[src/rtl/pic_ack_sequencer.sv]
// ---------------------------------------------------------------------------
// pic_ack_sequencer
//
// Runs the 8259-style interrupt acknowledge handshake between the masked
// request register and the CPU. It picks the highest-priority pending
// request (IR0 highest, fully nested against the in-service register),
// raises INT, follows the two-pulse INTA sequence, maintains the in-service
// register and drives the interrupt vector on the second INTA pulse.
//
// Ports
//   i_clk            system clock, rising edge
//   i_rst_n          asynchronous active-low reset
//   i_irr[7:0]       masked pending requests
//   i_inta_n         CPU acknowledge strobe (active-low, synchronous to clk)
//   i_eoi            one-cycle end-of-interrupt pulse
//   i_eoi_specific   1 = clear isr[i_eoi_level], 0 = clear highest isr bit
//   i_eoi_level[2:0] level used by a specific EOI
//   i_auto_eoi       clear the serviced isr bit at the end of the 2nd INTA
//   i_vector_base    vector bits 7:3
//   o_int_out        interrupt request to the CPU
//   o_isr[7:0]       in-service register
//   o_clear_request  one-hot single-cycle pulse to drop a request bit
//   o_data_out[7:0]  vector {vector_base, level}
//   o_data_oe        o_data_out valid / bus enable
// ---------------------------------------------------------------------------
module pic_ack_sequencer (
   input  logic       i_clk,
   input  logic       i_rst_n,
   input  logic [7:0] i_irr,
   input  logic       i_inta_n,
   input  logic       i_eoi,
   input  logic       i_eoi_specific,
   input  logic [2:0] i_eoi_level,
   input  logic       i_auto_eoi,
   input  logic [4:0] i_vector_base,
   output logic       o_int_out,
   output logic [7:0] o_isr,
   output logic [7:0] o_clear_request,
   output logic [7:0] o_data_out,
   output logic       o_data_oe
);

   typedef enum logic [2:0] {
      ST_IDLE,
      ST_REQ,
      ST_ACK1,
      ST_GAP,
      ST_ACK2
   } state_t;

   state_t     r_state;
   logic       r_inta_n_q;
   logic [2:0] r_lvl;
   logic       r_spurious;
   logic       r_int_out;
   logic [7:0] r_isr;
   logic [7:0] r_clear_request;
   logic [7:0] r_data_out;
   logic       r_data_oe;

   logic       w_inta_fall;
   logic       w_inta_rise;
   logic [3:0] w_req_lvl;
   logic [3:0] w_isr_lvl;
   logic       w_eligible;
   logic [7:0] w_eoi_clr;
   logic [7:0] w_auto_clr;
   logic [7:0] w_isr_set;

   assign w_inta_fall = r_inta_n_q & ~i_inta_n;
   assign w_inta_rise = ~r_inta_n_q & i_inta_n;

   // Priority resolution: lowest set index wins; 8 means "nothing set",
   // which lets an empty isr compare as lower priority than any request.
   always_comb begin
      w_req_lvl = 4'd8;
      w_isr_lvl = 4'd8;
      for (int i = 7; i >= 0; i--) begin
         if (i_irr[i]) w_req_lvl = 4'(i);
         if (r_isr[i]) w_isr_lvl = 4'(i);
      end
   end

   assign w_eligible = (i_irr != 8'h00) && (w_req_lvl < w_isr_lvl);

   // In-service register update masks. EOI clears are computed against the
   // current isr, then the acknowledge set is OR-ed on top so a set of the
   // same bit in the same cycle survives.
   always_comb begin
      w_eoi_clr  = 8'h00;
      w_auto_clr = 8'h00;
      w_isr_set  = 8'h00;
      if (i_eoi) begin
         if (i_eoi_specific)
            w_eoi_clr = 8'h01 << i_eoi_level;
         else if (w_isr_lvl != 4'd8)
            w_eoi_clr = 8'h01 << w_isr_lvl[2:0];
      end
      if ((r_state == ST_REQ) && w_inta_fall && w_eligible)
         w_isr_set = 8'h01 << w_req_lvl[2:0];
      if ((r_state == ST_ACK2) && w_inta_rise && i_auto_eoi && !r_spurious)
         w_auto_clr = 8'h01 << r_lvl;
   end

   // Handshake FSM with all outputs registered. The request is re-resolved
   // at the first INTA fall; if it has vanished the cycle is spurious and
   // services level 7 without touching isr or the request register.
   always_ff @(posedge i_clk or negedge i_rst_n) begin
      if (!i_rst_n) begin
         r_state         <= ST_IDLE;
         r_inta_n_q      <= 1'b1;
         r_lvl           <= 3'd0;
         r_spurious      <= 1'b0;
         r_int_out       <= 1'b0;
         r_isr           <= 8'h00;
         r_clear_request <= 8'h00;
         r_data_out      <= 8'h00;
         r_data_oe       <= 1'b0;
      end else begin
         r_inta_n_q      <= i_inta_n;
         r_clear_request <= 8'h00;
         r_isr           <= (r_isr & ~(w_eoi_clr | w_auto_clr)) | w_isr_set;
         unique case (r_state)
            ST_IDLE: begin
               if (w_eligible) begin
                  r_int_out <= 1'b1;
                  r_state   <= ST_REQ;
               end
            end
            ST_REQ: begin
               if (w_inta_fall) begin
                  r_int_out <= 1'b0;
                  if (w_eligible) begin
                     r_lvl           <= w_req_lvl[2:0];
                     r_spurious      <= 1'b0;
                     r_clear_request <= w_isr_set;
                  end else begin
                     r_lvl      <= 3'd7;
                     r_spurious <= 1'b1;
                  end
                  r_state <= ST_ACK1;
               end
            end
            ST_ACK1: begin
               if (w_inta_rise) r_state <= ST_GAP;
            end
            ST_GAP: begin
               if (w_inta_fall) begin
                  r_data_out <= {i_vector_base, r_lvl};
                  r_data_oe  <= 1'b1;
                  r_state    <= ST_ACK2;
               end
            end
            ST_ACK2: begin
               if (w_inta_rise) begin
                  r_data_oe <= 1'b0;
                  r_state   <= ST_IDLE;
               end
            end
            default: r_state <= ST_IDLE;
         endcase
      end
   end

   assign o_int_out       = r_int_out;
   assign o_isr           = r_isr;
   assign o_clear_request = r_clear_request;
   assign o_data_out      = r_data_out;
   assign o_data_oe       = r_data_oe;

endmodule
[config.mk]
export PLATFORM = sky130hd
export DESIGN_NAME = pic_ack_sequencer
export DESIGN_NICKNAME = d
export VERILOG_FILES = /design/src/rtl/pic_ack_sequencer.sv
export SDC_FILE = /design/constraint.sdc
export NUM_CORES = 1
export LEC_CHECK = 0
export CORE_AREA = 2 2 63 109
export CTS_CLUSTER_SIZE = 24
export DETAILED_ROUTE_END_ITERATION = 6
export DIE_AREA = 0 0 65 111
export GPL_ROUTABILITY_DRIVEN = 0
export GPL_TIMING_DRIVEN = 1
export PLACE_DENSITY = 0.58
export SETUP_SLACK_MARGIN = 0.2
export SYNTH_ARGS = -nofsm -noshare
export SYNTH_HDL_FRONTEND = slang
export SYNTH_SLANG_ARGS = --single-unit
[constraint.sdc]
create_clock -name i_clk -period 4.7 [get_ports i_clk]
set_input_delay 0.705 -clock i_clk [delete_from_list [all_inputs] [get_ports i_clk]]
set_output_delay 0.705 -clock i_clk [all_outputs]
set_load 0.05 [all_outputs]
Yosys cells after proc, flatten, opt, wreduce, memory -nomap -nowiden
Index checks and enable logic that the tools add are counted.
{"block": "op_classes", "n_lt_le_gt_ge": 1, "eq_ne": 10, "shifts": 4, "mux": 38, "bitwise_logic": 8, "n_reduce_logical": 16}
{"operator": "$mux W4", "n": 16}
{"operator": "$mux W8", "n": 8}
{"operator": "$shl A1 B3 Y8 const A", "n": 4}
{"operator": "$mux W3", "n": 6}
{"operator": "$or A8 B8 Y8", "n": 2}
{"operator": "$pmux W3 S5", "n": 1}
{"operator": "$ne A2 B2 Y1 const B", "n": 5}
{"operator": "$and A8 B8 Y8", "n": 1}
{"operator": "$not A8 Y8", "n": 1}
{"operator": "$reduce_bool A8 Y1", "n": 1}
{"operator": "$eq A3 B2 Y1 const B", "n": 2}
{"operator": "$logic_and A1 B1 Y1", "n": 6}
{"operator": "$reduce_and A3 Y1", "n": 2}
{"operator": "$mux W1", "n": 5}
{"operator": "$reduce_and A5 Y1", "n": 1}
{"operator": "$lt A4 B4 Y1", "n": 1}
{"operator": "$ne A4 B4 Y1 const B", "n": 1}
{"operator": "$pmux W1 S2", "n": 2}
{"operator": "$reduce_and A2 Y1", "n": 2}
{"operator": "$reduce_bool A2 Y1", "n": 2}
{"operator": "$eq A3 B1 Y1 const B", "n": 1}
{"operator": "$eq A3 B3 Y1 const B", "n": 1}
{"operator": "$logic_not A3 Y1", "n": 1}
{"operator": "$and A1 B1 Y1", "n": 2}
{"operator": "2 further kinds", "n": 3}
{"block": "totals", "reg_bits": 34, "inputBits": 22, "out_inout_bits": 26, "elab_cells": 86}

Longest topological paths before layout
Gate-level depths: netlist of the first run.
{"block": "logic_depth", "word_depth": 16, "mapped_depth": 10, "depth_no_buf": 10}

Worst setup path after synthesis of the first run
Ideal clock, no wire load.
{"block": "synth_path", "kind": "input-to-reg", "from": "input i_irr[4]", "to": "register r_isr[0], in the netlist o_isr[0]", "arrival_time_ps": 2821, "required_time_ps": 4634, "path_slack_ps": 1814, "path_stages": 7, "path_buffers": 0, "cell_sequence": "or4_1 > and2b_1 > ha_1 > and3_1 > a2111o_2 > nor3_4 > a31o_1"}
{"block": "synth_between", "elab_chain_cells": 10}
{"element": "start, declared", "line": "29", "text": "input logic [7:0] i_irr,"}
{"element": "$mux W4 (5 in a row)", "line": "79", "text": "if (i_irr[i]) w_req_lvl = 4'(i);"}
{"element": "$lt A4 B4 Y1", "line": "84", "text": "assign w_eligible = (i_irr != 8'h00) && (w_req_lvl < w_isr_lvl);"}
{"element": "$logic_and A1 B1 Y1", "line": "84"}
{"element": "$logic_and A1 B1 Y1", "line": "99", "text": "if ((r_state == ST_REQ) && w_inta_fall && w_eligible)"}
{"element": "$mux W8 *", "line": "99"}
{"element": "$or A8 B8 Y8 *", "line": "122", "text": "r_isr <= (r_isr & ~(w_eoi_clr | w_auto_clr)) | w_isr_set;"}
{"element": "end signal, assigned", "line": "122"}
{"element": "end, declared", "line": "56", "text": "logic [7:0] r_isr;"}
Mark *: on every way between the ends. The rest lies on a longest branch, timed or not.
A chain may end at the register's enable or synchronous reset.

Final worst setup path of the first run
{"block": "layout_path", "from": "input i_irr[0]", "to": "register r_isr[0], in the netlist o_isr[0]"}
{"block": "layout_between", "elab_chain_cells": 6}
{"element": "$mux W4", "line": "79"}
{"element": "$lt A4 B4 Y1", "line": "84"}
{"element": "$logic_and A1 B1 Y1", "line": "84"}
{"element": "$logic_and A1 B1 Y1", "line": "99"}
{"element": "$mux W8 *", "line": "99"}
{"element": "$or A8 B8 Y8 *", "line": "122"}
Marks and branches as above.

==> results of run 1 <==
==> cell usage in the layout (no fill, tap or decap), types with 3 or more instances in the layout <==
| cell type | n |
|---|---|
| nor3b_1 | 4 |
| nor2b_1 | 3 |
| o21ai_0 | 9 |
| ha_1 | 3 |
| a31oi_1 | 3 |
| o21a_1 | 3 |
| mux2_2 | 8 |
| clkdlybuf4s50_1 | 47 |
| nand3_1 | 3 |
| nand4_1 | 4 |
| dfrtp_1 | 33 |
| nor3_1 | 4 |
| nand2b_1 | 8 |
| a21oi_1 | 8 |
| inv_1 | 7 |
| nor2_1 | 24 |
| clkbuf_16 | 5 |
| nand2_1 | 10 |
==> power breakdown <==
group,internal (mW),switching (mW)
registers,0.379,0.0953
logic,0.266,0.407
clock network,0.304,0.127
total,0.950,0.629
==> stage by stage <==
stage / hold WS [ns] / setup slack (ns) / power (mW) / area [um2] / cells
finish: 0.501 / 1.46 / 1.58 / 2590 / 319
global placement: 0.479 / 1.24 / 1.15 / 2400 / 311
floorplan: 0.409 / 1.81 / 0.932 / 1830 / 186
global route: 0.532 / 1.29 / 1.67 / 2590 / 319
CTS: 0.507 / 1.47 / 1.59 / 2590 / 319
detailed placement: 0.489 / 1.19 / 1.16 / 2400 / 311
==> critical path, stage by stage <==
cell and delay (ns):
clkdlybuf4s50_1 0.48, or4_4 0.60, and2b_1 0.34, ha_1 0.32
and3_1 0.18, a2111o_2 0.57, nor3_4 0.15, a31o_1 0.11
==> layout make-up <==
cell class / count / area, um2 / area share [%]
tap: 82 / 103 / 3.96
sequential: 34 / 852 / 32.9
clock inverter: 3 / 68.8 / 2.66
inverter: 8 / 30.0 / 1.16
timing repair buffer: 49 / 485 / 18.7
clock buffer: 5 / 125 / 4.83
multi-input combinational: 138 / 926 / 35.7
==> layer usage <==
metal	global-route usage, %	up-vias
li1	-	786
met1	16.4	764
met2	28.3	38
met3	2.64	12
met4	7.66	0
met5	0	-
==> worst min path at each step <==
stage | from | end | slack (ns) | cells past startpoint
after detailed placement | o_data_oe | o_data_oe | 0.49 | 1
after floorplan | i_rst_n | o_clear_request[0] | 0.41 | 0
after global placement | o_data_oe | o_data_oe | 0.48 | 1
after CTS | o_data_oe | o_data_oe | 0.51 | 1
after global routing | o_data_out[6] | o_data_out[6] | 0.53 | 1
final | o_data_oe | o_data_oe | 0.50 | 1
==> cell usage after synthesis (4+ instances only) <==
master,instances,area [um2]
mux2_2,8,90.1
nand4_1,4,25.0
nand2_1,10,37.5
nor2_1,24,90.1
clkbuf_1,4,15.0
nand2b_1,8,50.1
a21oi_1,8,40.0
dfrtp_1,33,826
nor3b_1,4,30.0
o21ai_0,9,45.0
inv_1,7,26.3
nor3_1,4,20.0
==> kinds of logic (layout without fill, tap and decap cells) <==
logic type / Yosys count / count (layout) / share of synthesized area (%)
buffers and inverters: 14 / 65 / 2.87
AOI/OAI and AO/OA: 49 / 49 / 20.0
muxes: 9 / 9 / 5.47
adders and majority gates: 3 / 3 / 2.05
xor gates and xnor gates: 1 / 1 / 0.479
and+or+nand+nor: 76 / 76 / 22.6
DFF: 34 / 34 / 46.5
==> registers in the layout, summed over array words and instances (netlist names) <==
| signal | cells |
|---|---|
| o_clear_request | 8 |
| o_data_oe | 1 |
| o_data_out | 8 |
| o_int_out | 1 |
| o_isr | 8 |
| r_inta_n_q | 1 |
| r_lvl | 3 |
| r_spurious | 1 |
| r_state | 3 |
==> out/metrics.csv, run 1 <==
stage,metric,value,unit
cts,clk_latency,0.28,ns
detailed_routing,vias_per_cell,5.02,
detailed_routing,highest-signal-layer,met4,
worst_setup_path,crit_start,i_irr[0],
cts,postCtsHoldBufs,0,
detailed_routing,routed_wire_length_per_instance,15.7,um
worst_setup_path,worstSetupEndpointType,flip-flop,
cts,cts_setup_buffers,0,
final_layout,layout.nets,261,
synthesis,synth_nets,211,
floorplanning,rows,39,
floorplanning,die_area,7220,um2
worst_hold_path,hp-class,reg2reg,
detailed_routing,vias,1600,
floorplanning,die_h,111,um
worst_setup_path,arrival,3.46,ns
final_layout,nFillCells,634,
detailed_routing,dr.pass1.iters,4,
cts,clk_pin_slew,0.05,ns
worst_setup_path,crit_end,o_isr[0],
detailed_routing,wl_met3,157,um
power_and_ir_drop,ir_drop,433,uV
flow_run,maxCapViolCount,0,
cts,clk_path_buf_depth,2,
cts,cts_root_buf,clkbuf_16,
power_and_ir_drop,power_leakage,1.00,nW
floorplanning,core,6390,um2
final_layout,utilization,40.5,%
cts,cts.sinks,34,
cts,cts_tree,built,
timing,fin_crit_sh,68.8,%
timing,rsz0062_at_grt,no,
status,status,"complete, no violations",
worst_setup_path,startpoint_type,input pin,
timing,fmax,309,MHz
synthesis,ys.flop_type,dfrtp_1,
global_route,antenna_found_initial,0,
cts,h-tree-depth,2,
timing,relSlewSlack,42.2,%
timing,worstMarginPinSlew,0.856,ns
detailed_routing,drc,0,
cts,numCtsBuffers,5,
power_and_ir_drop,p_per_area,609,nW/um2
synthesis,synth-edff-count,0,
global_route,grt_pass1_vias,1687,
synthesis,syn_avg_cell_area,9.84,um2
placed_design,dpl.hpwl,3960,um
synthesis,synthArstFlopShare,100,%
global_route,grt_pass1_wl,8490,um
worst_setup_path,required,4.92,ns
global_route,track_usage,15.5,%
synthesis,synth-seq-area-share,46.5,%
synthesis,netlist_area,1830,um2
detailed_routing,drt_wl_total,5020,um
placed_design,port_buffers,47,
final_layout,layout-drive-gt1-share,11.4,%
detailed_routing,ant_nets,0,
floorplanning,die-width,65,um
detailed_routing,dr.first_iter.drc_count,94,
floorplanning,start_util,28.6,%
synthesis,ys_warn_count,0,
detailed_routing,wl_met2,2860,um
synthesis,postSynthCellCount,186,
final_layout,syn_to_final_growth,41.5,%
timing,skew,0.00100,ns
synthesis,synth_cell_type_count,54,
timing,setup_viol,0,
timing,hold_viol,0,
worst_setup_path,reg2reg_from,o_isr[4],
cts,cts_resized,0,
global_route,grt_overflow,0,
floorplanning,io_pins,48,
worst_setup_path,crit_type,in2reg,
timing,drv_slew,0,
worst_setup_path,crit_path_max_fanout,8,
worst_setup_path,reg2reg_slack,2.01,ns
timing,setup-tns-final,0,ns
final_layout,num_antenna_cells,0,
worst_setup_path,worstReg2RegEnd,o_isr[0],
detailed_routing,met1_length,1850,um
global_route,grt_max_degree,35,
timing,min_period,3.24,ns
synthesis,ys_ff_latch,34,
worst_setup_path,reg2reg_depth,9,
Power figures use the tool's default switching activity.
==> run 2: changes to the inputs <==
--- a/config.mk
+++ b/config.mk
@@ -11,7 +11,7 @@
 export DIE_AREA = 0 0 65 111
 export GPL_ROUTABILITY_DRIVEN = 0
 export GPL_TIMING_DRIVEN = 1
-export PLACE_DENSITY = 0.58
+export PLACE_DENSITY = 0.6
 export SETUP_SLACK_MARGIN = 0.2
 export SYNTH_ARGS = -nofsm -noshare
 export SYNTH_HDL_FRONTEND = slang
==> constraint.sdc (replaced) <==
create_clock -name i_clk -period 2.95 [get_ports i_clk]
set_input_delay 0.4425 -clock i_clk [delete_from_list [all_inputs] [get_ports i_clk]]
set_output_delay 0.4425 -clock i_clk [all_outputs]
set_load 0.05 [all_outputs]
==> out/metrics.csv, run 2 (same netlist as run 1, synthesis figures left out) <==
stage,metric,value,unit,change
status,status,"complete, no violations",,
global_route,antenna_found_initial,0,,unchanged
worst_setup_path,crit_end,o_isr[4],,
worst_setup_path,crit_family,simple AND/OR/NAND/NOR gates,,
cts,cts.sinks,34,,unchanged
global_route,track_usage,15.5,%,+0.029 points
worst_setup_path,critical_path_depth,9,,+1
timing,fmax,365,MHz,
placed_design,dpl.hpwl,3900,um,-1.6%
floorplanning,rows,39,,unchanged
final_layout,utilization,43.9,%,+3.4 points
flow_run,maxCapViolCount,0,,unchanged
worst_setup_path,critical_path.cell_chain,clkdlybuf4s50_1 > or4_4 > nor2_4 > ha_4 > buf_4 > and3_1 > a2111o_2 > buf_12 > o22ai_1,,
timing,relSlewSlack,56.3,%,+14 points
floorplanning,core,6390,um2,unchanged
placed_design,placedInstanceArea,2560,um2,+6.9%
cts,clk_latency,0.28,ns,about the same
detailed_routing,dr.pass1.iters,4,,unchanged
detailed_routing,routed_wire_length_per_instance,14.8,um,-6.0%
final_layout,num_antenna_cells,0,,unchanged
timing,worstMarginPinSlew,0.650,ns,-0.206 ns
timing,min_period,2.74,ns,
detailed_routing,vias,1707,,+6.7%
worst_setup_path,crit_path_max_fanout,6,,-2
final_layout,layout.nets,284,,+8.8%
cts,cts_root_buf,clkbuf_16,,
global_route,grt_pass1_vias,1721,,+2.0%
worst_setup_path,arrival,2.94,ns,-0.52 ns
power_and_ir_drop,power.total,2.54,mW,+61%
cts,clk_path_buf_depth,2,,unchanged
cts,h-tree-depth,2,,unchanged
power_and_ir_drop,power_leakage,1.11,nW,+11%
global_route,grt_pass1_wl,8480,um,-0.15%
worst_setup_path,reg2reg_depth,9,,unchanged
final_layout,syn_to_final_growth,53.2,%,
power_and_ir_drop,p_per_area,905,nW/um2,+48%
timing,setup_viol,0,,unchanged
worst_setup_path,reg2reg_slack,0.38,ns,-1.63 ns
power_and_ir_drop,ir_drop,606,uV,+40%
worst_setup_path,worstReg2RegEnd,o_isr[4],,
worst_setup_path,reg2reg_from,o_isr[4],,
timing,setup-tns-final,0,ns,unchanged
cts,clk_pin_slew,0.06,ns,about the same
final_layout,design_area,2810,um2,+8.3%
timing,skew,0.00367,ns,+0.00267 ns
worst_setup_path,crit_type,in2reg,,
floorplanning,io_pins,48,,unchanged
final_layout,nFillCells,614,,-3.2%
cts,numCtsBuffers,5,,unchanged
detailed_routing,ant_nets,0,,unchanged
cts,postCtsHoldBufs,0,,unchanged
final_layout,mostFrequentLayoutCells,"clkdlybuf4s50_1 (47), dfrtp_1 (33), buf_4 (24), nor2_1 (23), nand2_1 (10)",,
worst_setup_path,required,3.15,ns,-1.77 ns
timing,fin_crit_sh,93.0,%,
detailed_routing,vias_per_cell,4.99,,-0.49%
worst_hold_path,hp-class,reg2reg,,
detailed_routing,drc,0,,unchanged
detailed_routing,drt_wl_total,5060,um,+0.76%
worst_hold_path,min_path_cells,1,,unchanged
final_layout,layout_commonest_cell,clkdlybuf4s50_1,,
floorplanning,die_area,7220,um2,unchanged
worst_setup_path,crit_start,i_irr[4],,
timing,hold_viol,0,,unchanged
timing,rsz0062_at_grt,no,,
global_route,grt_max_degree,35,,unchanged
worst_setup_path,cp_slowest_stage_delay,0.58,ns,-0.02 ns
detailed_routing,dr.first_iter.drc_count,112,,+19%
floorplanning,die-width,65,um,unchanged
cts,cts_tree,built,,
worst_setup_path,worstSetupEndpointType,flip-flop,,
worst_setup_path,cp.buffers_inverters,3,,+2
floorplanning,start_util,28.6,%,unchanged
global_route,grt_overflow,0,,unchanged
final_layout,layout-drive-gt1-share,21.9,%,+11 points
worst_setup_path,startpoint_type,input pin,,
floorplanning,die_h,111,um,unchanged
timing,drv_slew,0,,unchanged
timing,hold-worst-slack,0.503,ns,+0.00111 ns
placed_design,port_buffers,47,,unchanged
worst_setup_path,worst_path_max_delay_cell,or4_4,,
## run 2: cell count changes in the layout (fill, tap and decap cells not counted), sizes merged
cell / change
buf: +23
bufinv: -1
clkinv: -1
clkinvlp: +2
## run 2: routing by layer
layer | share of wire, % | up-vias | track usage [%]
met4 | 3.1 | 0 | 8.23
met3 | 3.8 | 10 | 2.94
met5 | 0 | - | 0
met2 | 57 | 41 | 28.0
met1 | 36 | 822 | 16.3
li1 | - | 834 | -
## run 2: area by class of cell
cell class / count / area, um2 / share of cell area, %
multi-input cells: 138 / 980 / 34.9
flip-flops and latches: 34 / 852 / 30.4
repair buffers: 72 / 671 / 23.9
clock buffers: 5 / 125 / 4.46
well taps: 82 / 103 / 3.66
clock inverters: 3 / 45.0 / 1.61
inverters: 8 / 30.0 / 1.07
## run 2: how the worst min path moves through the flow
stage / startpoint / end
floorplan: i_rst_n / o_clear_request[0]
global placement: o_data_oe / o_data_oe
detailed placement: o_data_oe / o_data_oe
CTS: o_data_oe / o_data_oe
global route: o_data_oe / o_data_oe
finish: o_data_oe / o_data_oe
## run 2: repair_timing
| action | 4_1_cts | 5_1_grt |
|---|---|---|
| gates resized for setup | 1 | 8 |
| pin swaps | 1 | 6 |
| gates cloned | 0 | 0 |
| setup endpoints to repair | 3 | 18 |
| hold endpoints to repair | 0 | 0 |
| buffers inserted | 0 | 1 |
## run 2: power by group
part           internal (mW)  switching [mW]
Sequential             0.605           0.142
Clock                  0.398           0.202
Combinational          0.508           0.684
## run 2: through the flow
stage	setup WS (ns)	cells
5_1_grt	0.165	342
4_1_cts	0.181	341
6_report	0.208	342
3_5_place_dp	-0.151	333
2_1_floorplan	0.272	186
3_3_place_gp	-0.0792	333
